File: src/rtl/pt_frame_seq_if.sv
// Bundle of the request, shift-register and serial-output signals for pt_frame_seq.
interface pt_frame_seq_if #(
  parameter int N = 12
);
  logic         start;
  logic [N-1:0] word;
  logic         abort;
  logic [1:0]   sr_op;
  logic [N-1:0] sr_d;
  logic         sr_shift_in;
  logic         sr_strobe;
  logic         sr_bit_in;
  logic         tx_bit;
  logic         tx_valid;
  logic         sync;
  logic         busy;
  logic         done;

  modport master (
    output start, word, abort, sr_bit_in,
    input  sr_op, sr_d, sr_shift_in, sr_strobe, tx_bit, tx_valid, sync, busy, done
  );

  modport slave (
    input  start, word, abort, sr_bit_in,
    output sr_op, sr_d, sr_shift_in, sr_strobe, tx_bit, tx_valid, sync, busy, done
  );
endinterface

File: src/rtl/pt_frame_seq.sv
// Frame sequencer: drives an external shift register to send a word MSB first REPEAT times,
// each frame followed by a sync gap. Define FRAME_SEQ_ABORT_EN to enable the abort input.
module pt_frame_seq #(
  parameter int N        = 12,
  parameter int BIT_DIV  = 4,
  parameter int SYNC_LEN = 8,
  parameter int REPEAT   = 4
) (
  input  logic           clk,
  input  logic           rst,
  pt_frame_seq_if.slave  bus
);

  localparam int GAP = SYNC_LEN * BIT_DIV;
  localparam int BW  = (N > 1)       ? $clog2(N)       : 1;
  localparam int SW  = (BIT_DIV > 1) ? $clog2(BIT_DIV) : 1;
  localparam int GW  = (GAP > 1)     ? $clog2(GAP)     : 1;
  localparam int FW  = (REPEAT > 1)  ? $clog2(REPEAT)  : 1;

  localparam logic [BW-1:0] BIT_LAST   = BW'(N - 1);
  localparam logic [SW-1:0] SLOT_LAST  = SW'(BIT_DIV - 1);
  localparam logic [GW-1:0] GAP_LAST   = GW'(GAP - 1);
  localparam logic [FW-1:0] FRAME_LAST = FW'(REPEAT - 1);

  typedef enum logic [2:0] {IDLE, LOAD, SHIFT, SYNC, DONE} state_t;

  state_t        state_q, state_d;
  logic [N-1:0]  word_q, word_d;
  logic [BW-1:0] bit_q, bit_d;
  logic [SW-1:0] slot_q, slot_d;
  logic [GW-1:0] gap_q, gap_d;
  logic [FW-1:0] frame_q, frame_d;

  logic [1:0]    sr_op_q, sr_op_d;
  logic [N-1:0]  sr_d_q, sr_d_d;
  logic          sr_strobe_q, sr_strobe_d;
  logic          tx_valid_q, tx_valid_d;
  logic          sync_q, sync_d;
  logic          busy_q, busy_d;
  logic          done_q, done_d;
  logic          abort_in;

`ifdef FRAME_SEQ_ABORT_EN
  assign abort_in = bus.abort;
`else
  logic unused_abort;
  assign unused_abort = bus.abort;
  assign abort_in     = 1'b0;
`endif

  always_comb begin
    state_d = state_q;
    word_d  = word_q;
    bit_d   = bit_q;
    slot_d  = slot_q;
    gap_d   = gap_q;
    frame_d = frame_q;

    case (state_q)
      IDLE: begin
        if (bus.start && !abort_in) begin
          word_d  = bus.word;
          frame_d = '0;
          state_d = LOAD;
        end
      end
      LOAD: begin
        bit_d   = '0;
        slot_d  = '0;
        state_d = SHIFT;
      end
      SHIFT: begin
        if (slot_q == SLOT_LAST) begin
          slot_d = '0;
          if (bit_q == BIT_LAST) begin
            gap_d   = '0;
            state_d = SYNC;
          end else begin
            bit_d = bit_q + BW'(1);
          end
        end else begin
          slot_d = slot_q + SW'(1);
        end
      end
      SYNC: begin
        if (gap_q == GAP_LAST) begin
          if (frame_q != FRAME_LAST) begin
            frame_d = frame_q + FW'(1);
            state_d = LOAD;
          end else begin
            state_d = DONE;
          end
        end else begin
          gap_d = gap_q + GW'(1);
        end
      end
      DONE:    state_d = IDLE;
      default: state_d = IDLE;
    endcase

    if (abort_in && (state_q != IDLE)) begin
      state_d = IDLE;
      bit_d   = '0;
      slot_d  = '0;
      gap_d   = '0;
      frame_d = '0;
    end
  end

  // Outputs are decoded from the next state so the registered copies line up with state_q.
  always_comb begin
    busy_d      = (state_d != IDLE);
    done_d      = (state_d == DONE);
    sync_d      = (state_d == SYNC);
    tx_valid_d  = (state_d == SHIFT);
    sr_strobe_d = 1'b0;
    sr_op_d     = 2'b00;
    sr_d_d      = '0;
    if (state_d == LOAD) begin
      sr_strobe_d = 1'b1;
      sr_op_d     = 2'b11;
      sr_d_d      = word_d;
    end else if ((state_d == SHIFT) && (slot_d == SLOT_LAST)) begin
      sr_strobe_d = 1'b1;
      sr_op_d     = 2'b01;
    end
  end

  always_ff @(posedge clk) begin
    if (rst) begin
      state_q     <= IDLE;
      word_q      <= '0;
      bit_q       <= '0;
      slot_q      <= '0;
      gap_q       <= '0;
      frame_q     <= '0;
      sr_op_q     <= 2'b00;
      sr_d_q      <= '0;
      sr_strobe_q <= 1'b0;
      tx_valid_q  <= 1'b0;
      sync_q      <= 1'b0;
      busy_q      <= 1'b0;
      done_q      <= 1'b0;
    end else begin
      state_q     <= state_d;
      word_q      <= word_d;
      bit_q       <= bit_d;
      slot_q      <= slot_d;
      gap_q       <= gap_d;
      frame_q     <= frame_d;
      sr_op_q     <= sr_op_d;
      sr_d_q      <= sr_d_d;
      sr_strobe_q <= sr_strobe_d;
      tx_valid_q  <= tx_valid_d;
      sync_q      <= sync_d;
      busy_q      <= busy_d;
      done_q      <= done_d;
    end
  end

  // The serial bit already comes from the shift-register flops; it is only gated by the slot flag.
  assign bus.tx_bit      = tx_valid_q & bus.sr_bit_in;
  assign bus.tx_valid    = tx_valid_q;
  assign bus.sync        = sync_q;
  assign bus.busy        = busy_q;
  assign bus.done        = done_q;
  assign bus.sr_op       = sr_op_q;
  assign bus.sr_d        = sr_d_q;
  assign bus.sr_strobe   = sr_strobe_q;
  assign bus.sr_shift_in = 1'b0;

endmodule

File: src/flat_wrapper.sv
// flat-port wrapper written by rule: the top's interface ports become plain ports
module pt_frame_seq_flat 
#(
  parameter int N        = 12,
  parameter int BIT_DIV  = 4,
  parameter int SYNC_LEN = 8,
  parameter int REPEAT   = 4
)
  (clk, rst, bus_start, bus_word, bus_abort, bus_sr_bit_in, bus_sr_op, bus_sr_d, bus_sr_shift_in, bus_sr_strobe, bus_tx_bit, bus_tx_valid, bus_sync, bus_busy, bus_done);
  pt_frame_seq_if #(.N(N)) bus_i ();
  input  logic clk;
  input  logic rst;
  input wire logic [$bits(bus_i.start)-1:0] bus_start;
  input wire logic [$bits(bus_i.word)-1:0] bus_word;
  input wire logic [$bits(bus_i.abort)-1:0] bus_abort;
  input wire logic [$bits(bus_i.sr_bit_in)-1:0] bus_sr_bit_in;
  output wire logic [$bits(bus_i.sr_op)-1:0] bus_sr_op;
  output wire logic [$bits(bus_i.sr_d)-1:0] bus_sr_d;
  output wire logic [$bits(bus_i.sr_shift_in)-1:0] bus_sr_shift_in;
  output wire logic [$bits(bus_i.sr_strobe)-1:0] bus_sr_strobe;
  output wire logic [$bits(bus_i.tx_bit)-1:0] bus_tx_bit;
  output wire logic [$bits(bus_i.tx_valid)-1:0] bus_tx_valid;
  output wire logic [$bits(bus_i.sync)-1:0] bus_sync;
  output wire logic [$bits(bus_i.busy)-1:0] bus_busy;
  output wire logic [$bits(bus_i.done)-1:0] bus_done;
  assign bus_i.start = bus_start;
  assign bus_i.word = bus_word;
  assign bus_i.abort = bus_abort;
  assign bus_i.sr_bit_in = bus_sr_bit_in;
  assign bus_sr_op = bus_i.sr_op;
  assign bus_sr_d = bus_i.sr_d;
  assign bus_sr_shift_in = bus_i.sr_shift_in;
  assign bus_sr_strobe = bus_i.sr_strobe;
  assign bus_tx_bit = bus_i.tx_bit;
  assign bus_tx_valid = bus_i.tx_valid;
  assign bus_sync = bus_i.sync;
  assign bus_busy = bus_i.busy;
  assign bus_done = bus_i.done;
  pt_frame_seq #(.N(N), .BIT_DIV(BIT_DIV), .SYNC_LEN(SYNC_LEN), .REPEAT(REPEAT)) u_core (.clk(clk), .rst(rst), .bus(bus_i));
endmodule
File: config.mk
export PLATFORM = sky130hd
export DESIGN_NAME = pt_frame_seq_flat
export DESIGN_NICKNAME = d
export VERILOG_FILES = /design/src/rtl/pt_frame_seq_if.sv /design/src/rtl/pt_frame_seq.sv /design/src/flat_wrapper.sv
export SDC_FILE = /design/constraint.sdc
export NUM_CORES = 1
export LEC_CHECK = 0
export ABC_AREA = 1
export BUFFER_PORTS_ARGS = -buffer_cell sky130_fd_sc_hd__buf_2
export CORE_MARGIN = 2
export CORE_UTILIZATION = 45
export CTS_BUF_LIST = sky130_fd_sc_hd__clkbuf_2
export DETAILED_ROUTE_END_ITERATION = 10
export PLACE_DENSITY_LB_ADDON = 0.15
export REMOVE_ABC_BUFFERS = 1
export SLEW_MARGIN = 10
export SYNTH_ARGS = -nofsm -noshare
export SYNTH_HDL_FRONTEND = slang
export SYNTH_SLANG_ARGS = --single-unit
File: constraint.sdc
create_clock -name clk -period 1.6 [get_ports clk]
set_input_delay 0.08 -clock clk [delete_from_list [all_inputs] [get_ports clk]]
set_output_delay 0.08 -clock clk [all_outputs]
set_load 0.01 [all_outputs]
Yosys cells after proc, flatten, opt, wreduce, memory -nomap -nowiden
Index checks and enable logic that the tools add are counted.

storage, ports and cells
  bits of input ports = 17
  output and inout port bits = 21
  register bits after elaboration = 47
  word-level logic and storage cells = 73

operators by class
  add/sub/neg operators = 4
  reductions and logical operators = 10
  bitwise gates (word level) = 2
  muxes and demuxes = 25
  equality and inequality tests = 19

operators by type and width
  cell                                                 count
  2-to-1 mux 12 bit                                    2
  2-to-1 mux 3 bit                                     5
  2-to-1 mux 5 bit                                     3
  equality test 3 x 2 -> 1 bit, second input constant  4
  case mux 3 bit (4 select lines)                      1
  2-to-1 mux 2 bit                                     5
  case mux 5 bit (2 select lines)                      1
  2-to-1 mux 4 bit                                     2
  != test 2 x 1 -> 1 bit, second input constant        4
  != test 2 bit, second input constant                 4
  case mux 2 bit (2 select lines)                      2
  case mux 4 bit (2 select lines)                      1
  AND reduction 4 bit                                  2
  equality test 3 x 1 -> 1 bit, second input constant  2
  nonzero test 2 bit                                   3
  adder 5 x 1 -> 5 bit, second input constant          1
  equality test 5 bit, second input constant           1
  adder 2 x 1 -> 2 bit, second input constant          2
  adder 4 x 1 -> 4 bit, second input constant          1
  equality test 2 bit, second input constant           2
  equality test 4 bit, second input constant           1
  equality test 3 bit, second input constant           1
  zero test 3 bit                                      1
  2-to-1 mux 1 bit                                     3
  6 further kinds                                      6

Logic depth before layout (Yosys ltp)
Gate-level depths: netlist (run 1).

  depth after elaboration = 8
  gate-level depth with buffers = 12
  depth with buffers taken out = 11

Worst setup path after synthesis (run 1)
No wires, ideal clock.

  path kind = register -> register
  start point = register u_core.gap_q[0]
  end point = register u_core.sr_d_q[10] (netlist: u_core.bus.sr_d[10])
  period minus slack after synthesis = 1.658 ns
  required time = 1.538 ns
  setup time = 0.062 ns
  setup slack = -0.058 ns
  stages on the path, launching flop included = 12
  data arrival time = 1.595 ns
  cells stage by stage = dfxtp_1 -> ha_1 -> inv_1 -> nor3_1 -> ha_1 -> inv_1 -> o21ai_1 -> nand2_1 -> inv_1 -> nand3_4 -> buf_6 -> nor2_2

on the way
  cells in the longest elaborated chain, start to end = 6

RTL lines
  what                             RTL line             RTL
  start: declaration               pt_frame_seq.sv:31   logic [GW-1:0] gap_q, gap_d;
  start signal: assignment         pt_frame_seq.sv:149  gap_q <= gap_d;
  equality test 5 bit              pt_frame_seq.sv:86   if (gap_q == GAP_LAST) begin
  2-to-1 mux 3 bit                 pt_frame_seq.sv:86
  case mux 3 bit (4 select lines)  pt_frame_seq.sv:59   case (state_q)
  equality test 3 x 1 -> 1 bit     pt_frame_seq.sv:119  if (state_d == LOAD) begin
  NOT 1 bit (no line)              -
  OR reduction 2 bit (no line)     -
  end signal: assignment           pt_frame_seq.sv:152  sr_d_q <= sr_d_d;
  end: declaration                 pt_frame_seq.sv:35   logic [N-1:0] sr_d_q, sr_d_d;

Every way passes these cells.
A chain may end at the register's enable or synchronous reset.

Worst setup path in the final report (run 1)
  start point = register u_core.gap_q[1]
  end point = register u_core.sr_d_q[11] (netlist: u_core.bus.sr_d[11])

The elaborated chain is that of the path after synthesis.

==> results by group, run 1 <==
Status
  – Status: finished, violations left
  – Failing checks: negative setup slack

Global routing
  – GRT Overall Usage: 17.6%
  – Number of global-route vias before repair: about 1400
  – Largest net degree at the start of global routing: 24
  – Initial antenna violation count: 0
  – GRT overflow: 0
  – First-pass GRT wire length: ~6 mm

Die
  – Initial Util: roughly 47%
  – Chip Height: approximately 69 um
  – Die area: 4730 um2
  – Core ar.: roughly 4000 um2
  – Ports: 38
  – Chip width: 68.8 um
  – Rows: 23

Routing
  – Via count: 1629
  – Drt drc: 0
  – WL final: about 3.9 mm
  – 1st-iter DRT viols: between 60 and 70
  – Number of vias per cell: around 4.7
  – Final ANT Viol Nets: 0
  – WL/cell: ~11 um
  – First-pass DRT Iterations: 4

Timing
  – Post-route setup slack: -0.0882 ns
  – RSZ-0062 raised after global routing: yes
  – Fmax: approximately 600 MHz
  – Final period util: 106%
  – Min Clock Period, post-route: roughly 1.7 ns
  – Final setup viols: 13
  – Fin Clk Skew: around 0.018 ns
  – Max Slew Vio Count: 0
  – Hold Vio Cnt, Final: 0

Logic synthesis
  – Cells after synthesis: 240
  – Yosys top cell by area: dfxtp_1
  – Synth unique cells: 26
  – Ys Warns: 0
  – Yosys reg bits: 46
  – Synth top area cells: dfxtp_1 (49%), nand2_1 (9.5%), nor2_1 (6.6%), inv_1 (4.4%), ha_1 (4.0%)
  – Avg Cell Area, Syn: 7.86 um2
  – Share of the yosys chip area belonging to registers: around half
  – Syn Std Cell Area: about 1900 um2
  – Top-area cell type share of the netlist area: approximately half

Place
  – Worst slack, placed: -0.240 ns
  – Hpwl dp: about 2.6 mm
  – IO Port Bufs: 35
  – GPL Wtd Cong: 0.821
  – Cell Count Post-Placement: 333

Hold path
  – HP Start: bus_word[8]
  – WHS Endpoint: u_core.word_q[8]
  – Hold Path Stages: 4
  – Hold Path Class: input pin to flop

Critical path
  – Crit-path slowest cell: dfxtp_2
  – Startpoint class of the critical path: flop
  – Most numerous cell on the critical path: inv_4
  – FF-to-FF End: u_core.bus.sr_d[11]
  – WP data arrival: 2.05 ns
  – CP Class: flop to flop
  – Reg2Reg Setup Slack: -0.09 ns
  – RR Startpoint: u_core.gap_q[1]
  – Max incr delay on CP: 0.40 ns
  – CP endpoint kind: flop
  – CP required: roughly 2.0 ns
  – Crit-path cells: ha_4 > inv_4 > nor3_4 > ha_2 > inv_2 > o21ai_2 > nand2_2 > inv_4 > nand3_4 > nor2_1
  – Reg2reg path depth: 10
  – Worst Path Max Fanout: 7

CTS
  – CTS sink count: 46
  – Worst-path clk slew: between 0.2 and 0.25 ns
  – H-tree levels: 2
  – CTS max path bufs: 2
  – CTS tree: yes
  – CTS root buf: clkbuf_2
  – CTS buffer count: 5
  – Worst-Skew Late Latency: around 0.42 ns

Final layout
  – Area of the multi-input gates: 945 um2
  – Nets: roughly 320
  – N_diodes: 0
  – Synth-to-layout area growth: 28.8%
  – Final core occ: roughly three fifths
  – Non-Filler Instances: 347
  – Share of layout cells above drive strength 1: between 30% and 40%
  – Most common cell after layout, fill and taps aside: dfxtp_1
  – Fillcell total: 379
  – Most frequent cells in the layout: dfxtp_1 (44), nand2_1 (41), buf_2 (35)
  – Total area of sequential cells: slightly above 900 um2

Pwr
  – Peak supply drop: around 0.00048 V
  – Leak Pwr: 0.00114 uW
  – PD cells: around 900 nW/um2
  – Final Power: 2220 uW

Run
  – Max_cap viols: 0
## synth_stat cells, drive strengths merged
| cell | number |
|---|---|
| o21bai | 1 |
| nor3 | 1 |
| buf | 5 |
| o21ai | 14 |
| nand3 | 14 |
| conb | 1 |
| nand4 | 3 |
| nand2 | 49 |
| inv | 24 |
| clkbuf | 2 |
| xnor2 | 1 |
| dfxtp | 46 |
| nand3b | 4 |
| nor2 | 45 |
| ha | 6 |
| a21oi | 12 |
| or2 | 12 |
## worst max-delay path: cells and delay by family, from the launching register on
family	cells	cell delay [ns]
compound gates	1	0.15
flops	1	0.40
buf+inv	3	0.17
fa+ha+maj	2	0.37
simple gates	4	0.54
## flip-flops by register name, summed over array words and instances (netlist names)
name,count
u_core.bit_q,4
u_core.bus.busy,1
u_core.bus.done,1
u_core.bus.sr_d,12
u_core.bus.sr_op,1
u_core.bus.sr_strobe,1
u_core.bus.sync,1
u_core.bus.tx_valid,1
u_core.frame_q,2
u_core.gap_q,5
u_core.slot_q,2
u_core.state_q,3
u_core.word_q,12
## stage by stage
step | setup TNS (ns) | hold WS, ns | area, um2
after detailed placement | -3.91 | 0.428 | 2190
after global routing | -2.95 | 0.0199 | 2430
after CTS | -1.07 | 0.00566 | 2390
after floorplan | -0.347 | 0.149 | 1840
after global placement | -2.08 | 0.418 | 2190
final | -0.678 | 0.00782 | 2430
## power by group
part / internal (uW) / leakage [uW] / switching [uW] / total [uW]
Combinational: 133 / 0.000723 / 216 / 349
Sequential: 1210 / 0.000377 / 20.8 / 1230
Clock: 270 / 0.0000392 / 372 / 642
Total: 1620 / 0.00114 / 608 / 2220
## timing repair
action	4_1_cts	5_1_grt
hold buffers	3	0
cloned	1	0
endpoints found under the hold margin	5	0
setup buffers	3	0
endpoints found under the setup margin	25	35
pin swaps	13	15
gates resized for setup	21	19
## how the worst max path moves through the flow
stage | from | depth (start not counted) | slack [ns] | endpoint
after global routing | u_core.gap_q[1] | 10 | -0.18 | u_core.bus.sr_d[11]
final | u_core.gap_q[1] | 10 | -0.09 | u_core.bus.sr_d[11]
after detailed placement | u_core.gap_q[0] | 10 | -0.24 | u_core.bus.sr_d[2]
after CTS | u_core.gap_q[1] | 11 | -0.09 | u_core.bus.sr_d[0]
after floorplan | u_core.gap_q[0] | 10 | -0.03 | u_core.bus.sr_d[0]
after global placement | u_core.gap_q[0] | 10 | -0.14 | u_core.bus.sr_d[0]
## cell families after synthesis
| family | synth area share (%) |
|---|---|
| AND/OR/NAND/NOR | 32.2 |
| buffers and inverters | 7.10 |
| adder cells (fa/ha/maj) | 3.98 |
| other | 0.199 |
| flip-flops | 48.8 |
| XOR/XNOR | 0.464 |
| AO/OA/AOI/OAI | 7.29 |
## per-layer routing
metal  routed length, um  GRT usage, %
met3                 186          5.84
met1                1820          22.7
met5                   0             0
met4                  29          4.41
met2                1810          28.5
## layout make-up
cell class / count / area share (%)
clock inverters: 2 / 1.54
inverters: 24 / 3.91
clock buffers: 6 / 1.24
repair buffers: 55 / 13.9
multi-input cells: 164 / 38.9
flip-flops and latches: 46 / 38.0
well taps: 50 / 2.57
Power figures use the tool's default switching activity.
==> run 2: changes to the inputs <==
--- a/config.mk
+++ b/config.mk
@@ -7,6 +7,7 @@
 export LEC_CHECK = 0
 export ABC_AREA = 1
 export BUFFER_PORTS_ARGS = -buffer_cell sky130_fd_sc_hd__buf_2
+export CORE_ASPECT_RATIO = 1.4
 export CORE_MARGIN = 2
 export CORE_UTILIZATION = 45
 export CTS_BUF_LIST = sky130_fd_sc_hd__clkbuf_2
==> results by group, run 2 (synthesized netlist as in run 1, its figures left out) <==
Place
  – Worst slack, placed: -0.275 ns (-0.0350 ns)
  – Cell Count Post-Placement: 326 (-2.1%)
  – GPL Wtd Cong: 0.833 (+1.5%)
  – Area post-placement: 2200 um2 (+0.17%)
  – IO Port Bufs: 35 (unchanged)
  – Hpwl dp: 2.69 mm (+5.5%)

CTS
  – CTS sink count: 46 (unchanged)
  – H-tree levels: 2 (unchanged)
  – Worst-path clk slew: 0.24 ns (about the same)
  – Worst-Skew Late Latency: 0.42 ns (about the same)
  – CTS buffer count: 5 (unchanged)
  – CTS root buf: clkbuf_2
  – CTS max path bufs: 2 (unchanged)
  – CTS tree: yes

Critical path
  – Worst Path Max Fanout: 7 (unchanged)
  – RR Startpoint: u_core.gap_q[1]
  – Reg2Reg Setup Slack: -0.02 ns (+0.06 ns)
  – Reg2reg path depth: 10 (unchanged)
  – Crit-path cells: ha_4 > inv_4 > nor3_4 > ha_2 > inv_2 > o21ai_4 > nand2_4 > inv_4 > nand3_4 > nor2_1
  – Crit-path slowest cell: dfxtp_4
  – WP buf/inv: 3 (unchanged)
  – CP startpoint: u_core.gap_q[1]
  – Startpoint class of the critical path: flop
  – WP data arrival: 1.98 ns (-0.07 ns)
  – Kind of cell adding the most delay to the critical path: simple AND/OR/NAND/NOR gates
  – WP depth: 10 (unchanged)
  – Crit path capture: u_core.bus.sr_d[2]
  – CP Class: flop to flop
  – CP required: 1.96 ns (about the same)
  – Max incr delay on CP: 0.41 ns (about the same)
  – Most numerous cell on the critical path: inv_4
  – FF-to-FF End: u_core.bus.sr_d[2]
  – CP endpoint kind: flop

Final layout
  – Fillcell total: 395 (+4.2%)
  – Total area of sequential cells: 926 um2 (+0.27%)
  – Non-Filler Instances: 339 (-2.3%)
  – Share of layout cells above drive strength 1: 35.8% (-2.9 points)
  – Area of the multi-input gates: 936 um2 (-0.93%)
  – Fin area: 2410 um2 (-0.67%)
  – Most frequent cells in the layout: nand2_1 (44), dfxtp_1 (44), buf_2 (35)
  – Nets: 318 (-0.31%)
  – N_diodes: 0 (unchanged)
  – Synth-to-layout area growth: 27.9%

Timing
  – Setup TNS Final: -0.0505 ns (+0.628 ns)
  – Final setup viols: 3 (-10)
  – Max Slew Vio Count: 0 (unchanged)
  – RSZ-0062 raised after global routing: yes
  – Hold_ws: -0.00350 ns (-0.0113 ns)
  – Fin Clk Skew: 0.0194 ns (+0.00139 ns)
  – Hold Vio Cnt, Final: 1 (+1)
  – Min Clock Period, post-route: 1.62 ns (-0.0648 ns)
  – Post-route setup slack: -0.0233 ns (+0.0648 ns)
  – Fmax: 616 MHz (+4.0%)
  – Final period util: 101% (-4.1 points)

Die
  – Initial Util: 47.3% (+0.50 points)
  – Rows: 27 (+17%)
  – Die area: 4730 um2 (+0.16%)
  – Ports: 38 (unchanged)
  – Core ar.: 3990 um2 (-1.1%)
  – Chip Height: 80.6 um (+17%)
  – Chip width: 58.7 um (-15%)

Routing
  – 1st-iter DRT viols: 35 (-45%)
  – WL final: 3.92 mm (+1.7%)
  – Via count: 1624 (-0.31%)
  – Final ANT Viol Nets: 0 (unchanged)
  – Drt drc: 0 (unchanged)
  – First-pass DRT Iterations: 4 (unchanged)
  – WL/cell: 11.6 um (+4.1%)
  – Number of vias per cell: 4.79 (+2.0%)

Global routing
  – First-pass GRT wire length: 6.69 mm (+8.6%)
  – GRT Overall Usage: 18.7% (+1.1 points)
  – Largest net degree at the start of global routing: 24 (unchanged)
  – Initial antenna violation count: 0 (unchanged)
  – Number of global-route vias before repair: 1609 (+14%)
  – GRT overflow: 0 (unchanged)

Pwr
  – Seq pwr share: 55.1% (-0.3 points)
  – Net load switching power: 612 uW (+0.55%)
  – Clock Power Share: 28.9% (about the same)
  – Gate power share: 16.0% (+0.3 points)
  – PD cells: 925 nW/um2 (+1.1%)
  – Leak Pwr: 0.00114 uW (about the same)
  – Peak supply drop: 0.000630 V (+31%)
  – Sw Ratio: 27.4% (+0.040 points)
  – Internal power: 1620 uW (+0.34%)

Run
  – Max_cap viols: 0 (unchanged)

Status
  – Status: finished, violations left
  – Failing checks: negative hold slack, negative setup slack

Hold path
  – Hold Path Class: input pin to flop
run 2: final cells by class:
cell class,instances,area share [%]
Clock inverter,2,1.56
Tap cell,43,2.23
Sequential cell,46,38.4
Inverter,24,3.94
Clock buffer,6,1.24
Timing Repair Buffer,54,13.9
Multi-Input combinational cell,164,38.8
run 2: how the worst min path moves through the flow:
stage / depth (start not counted) / slack, ns / start / endpoint
3_5_place_dp: 4 / 0.42 / bus_word[1] / u_core.word_q[1]
4_1_cts: 4 / 0.009 / bus_word[0] / u_core.word_q[0]
6_report: 4 / -0.003 / bus_word[5] / u_core.bus.sr_d[5]
2_1_floorplan: 1 / 0.15 / rst / u_core.bit_q[0]
5_1_grt: 4 / 0.02 / rst / u_core.frame_q[0]
3_3_place_gp: 4 / 0.42 / bus_sr_bit_in / bus_tx_bit
run 2: tightest hold or removal path, stage by stage:
cell and delay (ns):
buf_2 0.07, or2_0 0.09, o21ai_1 0.09, nor2_2 0.07
run 2: routing by layer:
layer	vias up	global-route usage (%)	part of all wire (%)
li1	863	-	-
met1	726	19.5	41
met2	30	34.8	53
met3	5	4.99	4.1
met4	0	6.82	1.6
met5	-	0	0
run 2: timing repair:
item | in CTS | in global routing
cloned | 1 | 0
buffers inserted | 1 | 1
pin swaps | 13 | 8
hold endpoints to repair | 3 | 0
resized for setup | 22 | 15
hold buffers | 2 | 0
setup endpoints to repair | 26 | 29
run 2: power by group through the flow:
stage / Sequential (uW) / Combinational [uW] / Clock, uW
2_1_floorplan: 1270 / 171 / 0
3_3_place_gp: 1260 / 321 / 0
3_5_place_dp: 1260 / 323 / 0
4_1_cts: 1230 / 348 / 659
5_1_grt: 1240 / 404 / 706
6_report: 1230 / 357 / 645
run 2: through the flow:
step           power (uW)  utilization (%)
2_1_floorplan        1440                -
3_3_place_gp         1580             55.1
3_5_place_dp         1580             55.1
4_1_cts              2240             59.3
5_1_grt              2350             60.5
6_report             2230             60.5
==> run 3: changes to the inputs <==
--- a/config.mk
+++ b/config.mk
@@ -9,10 +9,10 @@
 export BUFFER_PORTS_ARGS = -buffer_cell sky130_fd_sc_hd__buf_2
 export CORE_ASPECT_RATIO = 1.4
 export CORE_MARGIN = 2
-export CORE_UTILIZATION = 45
-export CTS_BUF_LIST = sky130_fd_sc_hd__clkbuf_2
+export CORE_UTILIZATION = 48
 export DETAILED_ROUTE_END_ITERATION = 10
 export PLACE_DENSITY_LB_ADDON = 0.15
+export RECOVER_POWER = 50
 export REMOVE_ABC_BUFFERS = 1
 export SLEW_MARGIN = 10
 export SYNTH_ARGS = -nofsm -noshare
==> results by group, run 3 (synthesized netlist as in run 1, its figures left out) <==
Status
  – Status: finished, violations left
  – Failing checks: negative setup slack

Timing
  – Fmax: 620 MHz (+0.63%)
  – Final period util: 101% (-0.64 points)
  – Final setup viols: 2 (-1)
  – RSZ-0062 raised after global routing: yes
  – Fin Clk Skew: 0.00656 ns (-0.0128 ns)
  – Max Slew Vio Count: 0 (unchanged)
  – Hold Vio Cnt, Final: 0 (-1)
  – Hold_ws: 0.132 ns (+0.135 ns)
  – Post-route setup slack: -0.0131 ns (+0.0102 ns)
  – Setup TNS Final: -0.0167 ns (+0.0338 ns)
  – Min Clock Period, post-route: 1.61 ns (-0.0102 ns)

Place
  – IO Port Bufs: 35 (unchanged)
  – Worst slack, placed: -0.200 ns (+0.0745 ns)
  – Hpwl dp: 2.67 mm (-1.0%)
  – GPL Wtd Cong: 0.812 (-2.6%)

Pwr
  – Leak Pwr: 0.00105 uW (-7.7%)
  – Peak supply drop: 0.000870 V (+38%)
  – PD cells: 1020 nW/um2 (+10%)

Global routing
  – Initial antenna violation count: 0 (unchanged)
  – GR Layer Usage met2: 33.7% (-1.1 points)
  – Largest net degree at the start of global routing: 24 (unchanged)
  – GR peak layer: met2
  – Routing usage on met3: 3.95% (-1.0 points)
  – GRT Overall Usage: 19.0% (+0.33 points)
  – First-pass GRT wire length: 6.60 mm (-1.3%)
  – M1 GR Usage: 20.7% (+1.3 points)
  – Number of global-route vias before repair: 1544 (-4.0%)
  – GRT overflow: 0 (unchanged)

Run
  – Max_cap viols: 0 (unchanged)

Routing
  – WL final: 3.92 mm (+0.18%)
  – First-pass DRT Iterations: 4 (unchanged)
  – Via count: 1633 (+0.55%)
  – WL/cell: 11.7 um (+1.1%)
  – Number of vias per cell: 4.86 (+1.5%)
  – Final ANT Viol Nets: 0 (unchanged)
  – 1st-iter DRT viols: 25 (-29%)
  – Drt drc: 0 (unchanged)

Critical path
  – CP endpoint kind: flop
  – WP data arrival: 1.86 ns (-0.12 ns)
  – FF-to-FF End: u_core.bus.sr_d[8]
  – CP Class: flop to flop
  – Startpoint class of the critical path: flop
  – Worst Path Max Fanout: 7 (unchanged)
  – Reg2reg path depth: 10 (unchanged)
  – Reg2Reg Setup Slack: -0.01 ns (about the same)
  – CP required: 1.84 ns (-0.12 ns)
  – RR Startpoint: u_core.gap_q[1]

Die
  – Ports: 38 (unchanged)
  – Rows: 27 (unchanged)
  – Chip width: 57.0 um (-3.0%)
  – Die area: 4460 um2 (-5.9%)
  – Chip Height: 78.2 um (-3.0%)
  – Core ar.: 3850 um2 (-3.4%)
  – Initial Util: 49.0% (+1.7 points)

Hold path
  – Hold Path Stages: 4 (unchanged)
  – Hold Path Class: input pin to flop
  – HP Start: bus_word[2]
  – WHS Endpoint: u_core.word_q[2]

Final layout
  – Nets: 315 (-0.94%)
  – Share of layout cells above drive strength 1: 28.3% (-7.5 points)
  – Most frequent cells in the layout: nand2_1 (44), dfxtp_1 (44), nor2_1 (31)
  – N_diodes: 0 (unchanged)
  – Final core occ: 61.7% (+1.1 points)
  – Synth-to-layout area growth: 25.9%

CTS
  – CTS buffer count: 5 (unchanged)
  – CTS tree: yes
  – Worst-Skew Late Latency: 0.30 ns (-0.12 ns)
  – Worst-path clk slew: 0.09 ns (-0.15 ns)
  – CTS sink count: 46 (unchanged)
  – H-tree levels: 2 (unchanged)
  – CTS root buf: clkbuf_8
  – CTS max path bufs: 2 (unchanged)
run 3: per-stage QoR:
stage,total power [uW],cells,cell area (um2)
after floorplan,1440,233,1840
after global placement,1560,325,2180
after detailed placement,1560,325,2180
after CTS,2440,335,2360
after global routing,2540,336,2380
final,2420,336,2380
run 3: area by class of cell:
cell class / count / area [um2]
fillers: 384 / 1480
flip-flops and latches: 46 / 923
multi-input cells: 164 / 922
repair buffers: 51 / 270
inverters: 24 / 92.6
clock buffers: 5 / 68.8
well taps: 43 / 53.8
clock inverters: 3 / 45.0
run 3: critical path, cell delays in order, from the launching register on:
cell and delay, ns:
dfxtp_2 0.36, ha_4 0.14, inv_2 0.05, nor3_4 0.14, ha_2 0.22, inv_2 0.04
o21ai_4 0.16, nand2_4 0.09, inv_4 0.08, nand3_4 0.15, nor2_2 0.13
run 3: what timing repair did:
action | CTS | global route
pin swaps | 9 | 7
endpoints found under the hold margin | 0 | 0
setup endpoints to repair | 22 | 41
hold buffers | 0 | 0
gates cloned | 1 | 0
setup buffers | 1 | 1
gates resized for setup | 19 | 8
run 3: layer usage:
layer  vias to the layer above  share of wire [%]  wire length (um)
li1                        857                  -                 -
met5                         -                  0                 0
met3                         7                3.3               131
met4                         0                2.3                89
met2                        27                 53              2090
met1                       742                 41              1610
run 3: how the worst max path moves through the flow:
stage | from | end | slack [ns]
6_report | u_core.gap_q[1] | u_core.bus.sr_d[8] | -0.01
5_1_grt | u_core.gap_q[1] | u_core.bus.sr_d[10] | -0.14
4_1_cts | u_core.gap_q[1] | u_core.bus.sr_d[5] | -0.04
3_5_place_dp | u_core.gap_q[0] | u_core.bus.sr_d[1] | -0.20
3_3_place_gp | u_core.gap_q[0] | u_core.bus.sr_d[11] | -0.16
2_1_floorplan | u_core.gap_q[0] | u_core.bus.sr_d[0] | -0.03
run 3: where the power goes:
| part | leakage [uW] | switching (uW) | internal (uW) | total (uW) |
|---|---|---|---|---|
| clock | 0.0000504 | 396 | 464 | 860 |
| sequential | 0.000377 | 22.1 | 1210 | 1230 |
| combinational | 0.000625 | 214 | 118 | 331 |
| total | 0.00105 | 631 | 1790 | 2420 |
